$ cat config.mk
export PLATFORM = sky130hd
export DESIGN_NAME = updown_sweep_ctrl
export DESIGN_NICKNAME = d
export VERILOG_FILES = /design/src/rtl/updown_sweep_pkg.sv /design/src/rtl/updown_step_counter.sv /design/src/rtl/updown_sweep_ctrl.sv
export SDC_FILE = /design/constraint.sdc
export NUM_CORES = 1
export LEC_CHECK = 0
export CORE_MARGIN = 10
export CORE_UTILIZATION = 50
export DETAILED_ROUTE_END_ITERATION = 8
export DONT_BUFFER_PORTS = 1
export PLACE_DENSITY = 0.76
export SYNTH_ARGS = -nofsm -noshare
export SYNTH_HDL_FRONTEND = slang
export SYNTH_SLANG_ARGS = --single-unit
$ cat constraint.sdc
create_clock -name clk -period 4.2 [get_ports clk]
set_input_delay 0.42 -clock clk [delete_from_list [all_inputs] [get_ports clk]]
set_output_delay 0.42 -clock clk [all_outputs]
set_load 0.02 [all_outputs]
$ cat src/rtl/updown_sweep_pkg.sv
// Shared types for the up/down sweep sequencer: controller state encoding
// and the step opcodes the controller issues to the counter datapath.
package updown_sweep_pkg;

   typedef enum logic [2:0] {
      S_IDLE     = 3'd0,
      S_UP       = 3'd1,
      S_DWELL_HI = 3'd2,
      S_DOWN     = 3'd3,
      S_DWELL_LO = 3'd4,
      S_DONE     = 3'd5
   } sweep_state_e;

   typedef enum logic [1:0] {
      OP_HOLD = 2'd0,
      OP_LOAD = 2'd1,
      OP_INC  = 2'd2,
      OP_DEC  = 2'd3
   } step_op_e;

   // True for the states in which a sweep is in progress
   function automatic logic isActive(input sweep_state_e s);
      return (s == S_UP) || (s == S_DWELL_HI) || (s == S_DOWN) || (s == S_DWELL_LO);
   endfunction

endpackage

$ cat src/rtl/updown_step_counter.sv
// Pure counter datapath: holds, loads, increments or decrements on command.
// It has no notion of limits; the controller guarantees it never wraps.
module updown_step_counter
   import updown_sweep_pkg::*;
#(
   parameter int WIDTH = 4
) (
   input  logic             clk,
   input  logic             rst,
   input  step_op_e         op,
   input  logic [WIDTH-1:0] load_val,
   output logic [WIDTH-1:0] count
);

   // Count register; the opcode selects the single action taken this cycle
   always_ff @(posedge clk) begin
      if (rst) begin
         count <= '0;
      end else begin
         case (op)
            OP_LOAD: count <= load_val;
            OP_INC:  count <= count + WIDTH'(1);
            OP_DEC:  count <= count - WIDTH'(1);
            default: count <= count;
         endcase
      end
   end

endmodule

$ cat src/rtl/updown_sweep_ctrl.sv
// Triangle-sweep sequencer: runs lo->hi->lo sweeps a programmed number of
// times with an optional dwell at each limit, commanding the step counter.
module updown_sweep_ctrl
   import updown_sweep_pkg::*;
#(
   parameter int WIDTH   = 4,
   parameter int NSWP_W  = 4,
   parameter int DWELL_W = 3
) (
   input  logic               clk,
   input  logic               rst,
   input  logic               start,
   input  logic               stop,
   input  logic [WIDTH-1:0]   lo,
   input  logic [WIDTH-1:0]   hi,
   input  logic [NSWP_W-1:0]  nsweeps,
   input  logic [DWELL_W-1:0] dwell,
   output logic [WIDTH-1:0]   count,
   output logic               dir,
   output logic               busy,
   output logic               done,
   output logic               cfg_err,
   output logic [NSWP_W-1:0]  sweeps_left
);

   sweep_state_e       state_q, state_d;
   logic [WIDTH-1:0]   loLim_q, loLim_d;
   logic [WIDTH-1:0]   hiLim_q, hiLim_d;
   logic [DWELL_W-1:0] dwellLen_q, dwellLen_d;
   logic [DWELL_W-1:0] dwellTmr_q, dwellTmr_d;
   logic [NSWP_W-1:0]  sweepsLeft_q, sweepsLeft_d;
   logic               dir_q, dir_d;
   logic               busy_q, busy_d;
   logic               done_q, done_d;
   logic               cfgErr_q, cfgErr_d;
   step_op_e           stepOp;
   logic [WIDTH-1:0]   loadVal;

   updown_step_counter #(.WIDTH(WIDTH)) u_counter (
      .clk      (clk),
      .rst      (rst),
      .op       (stepOp),
      .load_val (loadVal),
      .count    (count)
   );

   // Next-state, counter command and next output values; stop wins in every active state
   always_comb begin
      state_d      = state_q;
      loLim_d      = loLim_q;
      hiLim_d      = hiLim_q;
      dwellLen_d   = dwellLen_q;
      dwellTmr_d   = dwellTmr_q;
      sweepsLeft_d = sweepsLeft_q;
      dir_d        = dir_q;
      cfgErr_d     = 1'b0;
      stepOp       = OP_HOLD;
      loadVal      = count;
      case (state_q)
         S_IDLE: begin
            if (start && !stop) begin
               if ((lo < hi) && (nsweeps != '0)) begin
                  loLim_d      = lo;
                  hiLim_d      = hi;
                  dwellLen_d   = dwell;
                  sweepsLeft_d = nsweeps;
                  dir_d        = 1'b1;
                  stepOp       = OP_LOAD;
                  loadVal      = lo;
                  state_d      = S_UP;
               end else begin
                  cfgErr_d = 1'b1;
               end
            end
         end
         S_UP: begin
            if (stop) begin
               state_d = S_IDLE;
            end else if (count != hiLim_q) begin
               stepOp = OP_INC;
            end else begin
               dir_d = 1'b0;
               if (dwellLen_q == '0) begin
                  stepOp  = OP_LOAD;
                  loadVal = hiLim_q - WIDTH'(1);
                  state_d = S_DOWN;
               end else begin
                  dwellTmr_d = dwellLen_q;
                  state_d    = S_DWELL_HI;
               end
            end
         end
         S_DWELL_HI: begin
            if (stop) begin
               state_d = S_IDLE;
            end else if (dwellTmr_q == DWELL_W'(1)) begin
               stepOp  = OP_LOAD;
               loadVal = hiLim_q - WIDTH'(1);
               state_d = S_DOWN;
            end else begin
               dwellTmr_d = dwellTmr_q - DWELL_W'(1);
            end
         end
         S_DOWN: begin
            if (stop) begin
               state_d = S_IDLE;
            end else if (count != loLim_q) begin
               stepOp = OP_DEC;
            end else begin
               sweepsLeft_d = sweepsLeft_q - NSWP_W'(1);
               if (sweepsLeft_q == NSWP_W'(1)) begin
                  state_d = S_DONE;
               end else begin
                  dir_d = 1'b1;
                  if (dwellLen_q == '0) begin
                     stepOp  = OP_LOAD;
                     loadVal = loLim_q + WIDTH'(1);
                     state_d = S_UP;
                  end else begin
                     dwellTmr_d = dwellLen_q;
                     state_d    = S_DWELL_LO;
                  end
               end
            end
         end
         S_DWELL_LO: begin
            if (stop) begin
               state_d = S_IDLE;
            end else if (dwellTmr_q == DWELL_W'(1)) begin
               stepOp  = OP_LOAD;
               loadVal = loLim_q + WIDTH'(1);
               state_d = S_UP;
            end else begin
               dwellTmr_d = dwellTmr_q - DWELL_W'(1);
            end
         end
         S_DONE: begin
            state_d = S_IDLE;
         end
         default: begin
            state_d = S_IDLE;
         end
      endcase
      busy_d = isActive(state_d);
      done_d = (state_d == S_DONE);
   end

   // State, config latches, timers and registered status flags
   always_ff @(posedge clk) begin
      if (rst) begin
         state_q      <= S_IDLE;
         loLim_q      <= '0;
         hiLim_q      <= '0;
         dwellLen_q   <= '0;
         dwellTmr_q   <= '0;
         sweepsLeft_q <= '0;
         dir_q        <= 1'b1;
         busy_q       <= 1'b0;
         done_q       <= 1'b0;
         cfgErr_q     <= 1'b0;
      end else begin
         state_q      <= state_d;
         loLim_q      <= loLim_d;
         hiLim_q      <= hiLim_d;
         dwellLen_q   <= dwellLen_d;
         dwellTmr_q   <= dwellTmr_d;
         sweepsLeft_q <= sweepsLeft_d;
         dir_q        <= dir_d;
         busy_q       <= busy_d;
         done_q       <= done_d;
         cfgErr_q     <= cfgErr_d;
      end
   end

   assign dir         = dir_q;
   assign busy        = busy_q;
   assign done        = done_q;
   assign cfg_err     = cfgErr_q;
   assign sweeps_left = sweepsLeft_q;

endmodule

==> impl_results.md, run 1 <==
- Pint: 446.3 uW
- Via count: 2020
- Hold_buf cts: 0
- I/O Pins: 31
- I/O Buffers: 0
- Crit path launch type: flip-flop
- Die ar.: 0.007374 mm2
- Post-synthesis sequential area ratio: 0.2676
- RSZ-0062 raised after global routing: no
- Post-Layout Cell Count: 327
- Final Instance Area: 0.002262 mm2
- DRT antenna net count: 0
- Largest net degree at the start of global routing: 26
- Post-synth EDFFs: 0
- Share of layout cells above drive strength 1: 0.09025
- CTS HTree Levels: 2
- Arrival @ worst endpoint: 3380 ps
- Post-synthesis sequential element count: 29
- Fin crit share: 0.7623
- # resized after CTS: 0
- Min cycle time layout: 3201 ps
- Ys Warns: 0
- Final nets: 307
- DR iter-0 viols: 266
- Peak VDD IR: 0.0002001 V
- Fin. Hold Viols: 0
- CTS buffer count: 5
- TritonCTS clock tree: done
- Die Wd: 85.87 um
- P&R area growth vs syn: 4.268%
- Logic pwr share: 0.176
- Cell area after synthesis: 0.002170 mm2
- Crit path capture type: flip-flop
- DRC: 0
- Slew @ Worst Pin: 678.2 ps
- Overall Power: 639.6 uW
- Relative slew slack: 0.5473
- Drt wl/cell: 16.67 um
- PD cells: 282.7 mW/mm2
- Layout Skew: 8.087 ps
- Clock Latency Late Sink: 280 ps
- Clock sink count: 29
- Row cnt: 23
- Ant. Diodes: 0
- GR Util All Layers: 0.1506
- Max-slew violation total from the final report: 0
- Routed WL: 5452 um
- Global routing met3 resource utilization: 0.04447
- Placed instance count: 319
- RD Place Congestion: 0.8828
- CTS clk-pin slew, worst paths: 70 ps
- Setup_tns: 0 ps
- Critical path data required time: 4380 ps
- Total grt overflow: 0
- Initial DRT Pass Iterations: 6
- Fmax achieved: 312.4 MHz
- GRT busiest layer: met2
- Mean area per synthesized cell: 7.749 um2
- Setup bufs post-CTS: 0
- Setup Crit Path Kind: reg2reg
- Crit path max fanout: 6
- M2 GR Usage: 0.2353
- Initial antenna violation count: 0
- Post-DP Area: 0.002180 mm2
- Leak pwr: 0.8853 nW
- Syn Nets: 311
- Syn Inst Count: 280
- First-pass GRT wire length: 9246 um
- Status: complete, no violations
- Vias per Instance: 6.177
- Min-delay worst type: in2reg
- Switching share of power: 0.3023
- CTS root buffer: clkbuf_8
- Yosys cell types: 57
- Maxcap violations: 0
- Final setup violation count: 0
- Die Ht: 85.87 um
- Sequential share of power: 0.476
- Post-synth ARST share: 0
- Hpwl dp: 4088 um
- Clock group share of total power: 0.347
- Max clock buf depth: 2
- Initial Util: 0.5309
- NetSw: 193.3 uW
- Ys flop type: dfxtp_1
- Core area: 0.004086 mm2
- Vias in the first global route: 1893
- GR Util met1: 0.1927
-- Yosys cell counts (all sizes together) (3+ instances only) --
cell / number / share of area
a31oi: 4 / 0.012
a21oi: 27 / 0.066
dfxtp: 29 / 0.27
nor4: 3 / 0.018
o21ai: 13 / 0.030
nand2b: 7 / 0.020
xor2: 11 / 0.044
inv: 17 / 0.029
a21boi: 3 / 0.012
clkbuf: 5 / 0.0087
nand4: 5 / 0.014
xnor2: 5 / 0.020
ha: 11 / 0.063
nor2: 18 / 0.032
nand2: 50 / 0.087
nand3: 5 / 0.017
nor3: 5 / 0.012
buf: 8 / 0.022
a21o: 5 / 0.017
o311ai: 3 / 0.012
mux2i: 4 / 0.018
-- worst paths after layout --
check / start / endpoint / slack, ps / depth (start not counted)
min reg2reg: dwellLen_q[2] / dwellLen_q[2] / 470 / 2
min: rst / sweeps_left[3] / 200 / 1
max reg2reg: u_counter.count[1] / u_counter.count[3] / 1000 / 12
max: u_counter.count[1] / u_counter.count[3] / 1000 / 12
-- power by group through the flow --
stage / clock [mW] / combinational, mW / sequential [mW]
floorplan: 0 / 0.101 / 0.304
global placement: 0 / 0.110 / 0.311
detailed placement: 0 / 0.112 / 0.311
CTS: 0.228 / 0.112 / 0.305
global route: 0.240 / 0.127 / 0.307
finish: 0.222 / 0.113 / 0.305
-- area by class of cell --
cell class	count	area [um2]
tap	50	62.56
sequential	29	580.6
clock inverter	2	10.01
inverter	17	63.81
multi-input combinational	221	1458
timing repair buffer	2	15.01
clock buffer	6	72.57
fill	393	1824
-- placed cells by master (no fill, tap or decap), types with 3 or more instances in the layout --
cell      instances
nand2_1          50
dfxtp_1          29
a21oi_1          25
inv_1            17
nor2_1           17
o21ai_0          13
xor2_1           11
ha_1             11
nand2b_1          7
nor3_1            5
a21o_1            5
nand4_1           5
xnor2_1           5
clkbuf_8          5
nand3_1           4
a31oi_1           4
mux2i_1           4
o311ai_1          3
-- registers in the layout, summed over array words and instances (netlist names) --
register	count
sweeps_left	4
dwellTmr_q	3
dir	1
cfg_err	1
hiLim_q	4
loLim_q	4
done	1
u_counter.count	4
dwellLen_q	3
state_q	3
busy	1
-- critical path, stage by stage, from the launching register on --
cell and delay [ps]:
dfxtp_1 600, xor2_1 150, nor4_2 420, nand2_1 160, o2111ai_1 450, nand2_1 170
inv_1 110, ha_1 220, a21o_1 170, a21oi_1 160, xnor2_1 160, xnor2_1 90
o2111a_1 230
-- metrics by stage --
step | util | setup slack, ps | hold slack, ps
detailed placement | 0.5334 | 1013 | 462.3
floorplan | - | 1298 | 449.2
global route | 0.5536 | 669.7 | 192.1
global placement | 0.5334 | 1097 | 458.5
CTS | 0.5536 | 1005 | 197.9
finish | 0.5536 | 998.5 | 200.8
-- layer usage --
metal | wire, um | vias up
met5 | 0 | -
met4 | 78 | 0
met3 | 442 | 8
met2 | 2485 | 83
met1 | 2445 | 941
li1 | - | 988
-- cells by family after synthesis --
| logic type | count (synthesis) | share of synthesized area |
|---|---|---|
| buffers and inverters | 30 | 0.06055 |
| XOR/XNOR | 16 | 0.06459 |
| flip-flops | 29 | 0.2676 |
| adder cells (fa/ha/maj) | 12 | 0.07266 |
| multiplexers | 4 | 0.01846 |
| AND/OR/NAND/NOR | 107 | 0.2497 |
| AO/OA/AOI/OAI | 82 | 0.2664 |
(Power assumes the default switching activity.)
==> inputs of run 2 (changes only) <==
--- a/config.mk
+++ b/config.mk
@@ -9,7 +9,7 @@
 export CORE_UTILIZATION = 50
 export DETAILED_ROUTE_END_ITERATION = 8
 export DONT_BUFFER_PORTS = 1
-export PLACE_DENSITY = 0.76
+export PLACE_DENSITY = 0.79
 export SYNTH_ARGS = -nofsm -noshare
 export SYNTH_HDL_FRONTEND = slang
 export SYNTH_SLANG_ARGS = --single-unit
==> constraint.sdc (replaced) <==
create_clock -name clk -period 2.69 [get_ports clk]
set_input_delay 0.269 -clock clk [delete_from_list [all_inputs] [get_ports clk]]
set_output_delay 0.269 -clock clk [all_outputs]
set_load 0.02 [all_outputs]
==> run 2 against run 1 <==
Hold slack got worse by 160 ps; cell area rose by 15%; worst setup slack got worse by 880 ps; sequential share of layout area fell by 2.7 points; clock skew fell by 4.2 ps; sequential cell count did not move; first-iteration DRC count fell by 37%.
==> impl_results.md, run 2 (synthesis results as in run 1) <==
- Status: complete, no violations
- Largest net degree at the start of global routing: 26 (unchanged)
- CTS clk-pin slew, worst paths: 70 ps (about the same)
- Pint: 783.1 uW (+75%)
- Leak pwr: 1.058 nW (+20%)
- Crit path max fanout: 2 (-4)
- Reg-to-Reg End: u_counter.count[3]
- Max layer used: met4
- Final setup violation count: 0 (unchanged)
- DRT antenna net count: 0 (unchanged)
- Met1 wire length: 2600 um (+6.3%)
- Switching share of power: 0.2931 (-0.009165)
- Fmax achieved: 389.6 MHz (+25%)
- TritonCTS clock tree: done
- Setup crit end: u_counter.count[3]
- Layout Skew: 3.924 ps (-4.163 ps)
- Maxcap violations: 0 (unchanged)
- Post-DP Area: 0.002389 mm2 (+9.6%)
- Min cycle time layout: 2567 ps (-634.5 ps)
- Fin util: 0.6372 (+0.08359)
- DR iter-0 viols: 168 (-37%)
- Met2 Wirelength: 2896 um (+17%)
- Worst R2R Path Depth: 14 (+2)
- RD Place Congestion: 0.9089 (+3.0%)
- Slew @ Worst Pin: 452.6 ps (-225.6 ps)
- CTS HTree Levels: 2 (unchanged)
- FF/Latch Area: 598.1 um2 (+3.0%)
- Final nets: 335 (+9.1%)
- Clock sink count: 29 (unchanged)
- I/O Pins: 31 (unchanged)
- Relative slew slack: 0.6905 (+0.1432)
- Clock Latency Late Sink: 280 ps (about the same)
- CTS root buffer: clkbuf_8
- Min-delay worst type: in2reg
- Setup slack, reg-to-reg: 120 ps (-880 ps)
- Initial antenna violation count: 0 (unchanged)
- Fin. Hold Viols: 0 (unchanged)
- Die Ht: 85.87 um (unchanged)
- Initial DRT Pass Iterations: 4 (-2)
- NetSw: 324.7 uW (+68%)
- WL met3: 485 um (+9.7%)
- Setup Crit Path Kind: reg2reg
- P&R area growth vs syn: 20.01%
- Fill count: 367 (-6.6%)
- GR Util All Layers: 0.1667 (+0.01615)
- Commonest non-fill, non-tap cells in the layout: 48 x nand2_1, 30 x buf_4, 23 x a21oi_1
- Drt wl/cell: 17.11 um (+2.6%)
- Critical path startpoint: sweeps_left[1]
- I/O Buffers: 0 (unchanged)
- Clock group share of total power: 0.360 (+0.013)
- Crit path capture type: flip-flop
- Max clock buf depth: 2 (unchanged)
- Critical path data required time: 2860 ps (-1520 ps)
- Vias per Instance: 6.037 (-2.3%)
- PD cells: 425.4 mW/mm2 (+50%)
- Logic pwr share: 0.223 (+0.047)
- Peak VDD IR: 0.0002790 V (+39%)
- FF-to-FF Start: sweeps_left[1]
- Die Wd: 85.87 um (unchanged)
- Commonest non-fill, non-tap cell in the layout: nand2_1
- First-pass GRT wire length: 10310 um (+11%)
- Hpwl dp: 4552 um (+11%)
- Die ar.: 0.007374 mm2 (unchanged)
- Arrival @ worst endpoint: 2740 ps (-640 ps)
- Fin crit share: 0.9543 (+0.1920)
- Total grt overflow: 0 (unchanged)
- Core area: 0.004086 mm2 (unchanged)
- Max-slew violation total from the final report: 0 (unchanged)
- Routed WL: 6075 um (+11%)
- Row cnt: 23 (unchanged)
- Share of layout cells above drive strength 1: 0.2393 (+0.1491)
- Crit path launch type: flip-flop
- Sequential share of power: 0.417 (-0.059)
- Via count: 2143 (+6.1%)
- DRC: 0 (unchanged)
- Vias in the first global route: 2170 (+15%)
- Final Instance Area: 0.002604 mm2 (+15%)
- Multi-input gate area: 0.001553 mm2 (+6.5%)
- Ant. Diodes: 0 (unchanged)
- Initial Util: 0.5309 (unchanged)
- CTS buffer count: 5 (unchanged)
## run 2: per-stage QoR
| step | setup WS (ps) | setup TNS, ps | total power, mW | std cells | hold slack, ps |
|---|---|---|---|---|---|
| finish | 123.0 | 0 | 1.108 | 355 | 38.34 |
| global route | -12.11 | -12.11 | 1.155 | 355 | 43.14 |
| CTS | 9.663 | 0 | 1.097 | 351 | 44.76 |
| detailed placement | -2.335 | -2.335 | 0.7014 | 343 | 343.9 |
| global placement | 97.06 | 0 | 0.6959 | 343 | 341.3 |
| floorplan | 14.22 | 0 | 0.6372 | 280 | 405.0 |
## run 2: cell type report
type,count,area share
clock buffer,7,0.03700
inverter,17,0.02451
timing repair buffer,30,0.08650
sequential,29,0.2297
tap,50,0.02403
multi-input combinational,221,0.5963
clock inverter,1,0.001922
## run 2: worst max-delay path, stage by stage, from the launching register on
cell and delay (ps):
dfxtp_2 340, inv_2 40, ha_1 160, or3b_4 240
nand2_4 50, a211o_4 360, o2111ai_4 110, nand2_2 90
inv_2 80, ha_4 190, a21o_1 150, a21oi_2 160
xnor2_2 140, xnor2_1 100, o2111a_1 240
## run 2: repair_timing
action,in CTS,in global routing
resized for setup,0,19
setup buffers,0,4
setup endpoints to repair,1,1
hold buffers,0,0
pin swaps,1,8
hold endpoints to repair,0,0
## run 2: worst min-delay path by stage
| stage | end | cells after the start | start |
|---|---|---|---|
| floorplan | dwellLen_q[0] | 2 | dwell[0] |
| global placement | sweeps_left[1] | 1 | rst |
| detailed placement | loLim_q[0] | 1 | rst |
| CTS | loLim_q[0] | 1 | rst |
| global route | loLim_q[0] | 1 | rst |
| finish | loLim_q[0] | 1 | rst |
## run 2: power groups by stage
stage	combinational (mW)	sequential (mW)	clock, mW
after floorplan	0.161	0.476	0
after global placement	0.225	0.471	0
after detailed placement	0.230	0.472	0
after CTS	0.233	0.462	0.402
after global routing	0.272	0.464	0.419
final	0.247	0.462	0.399
## run 2: per-layer routing
layer	track usage	vias up
met5	0	-
met4	0.06587	0
met3	0.04636	9
met2	0.2745	75
met1	0.1985	1016
li1	-	1043
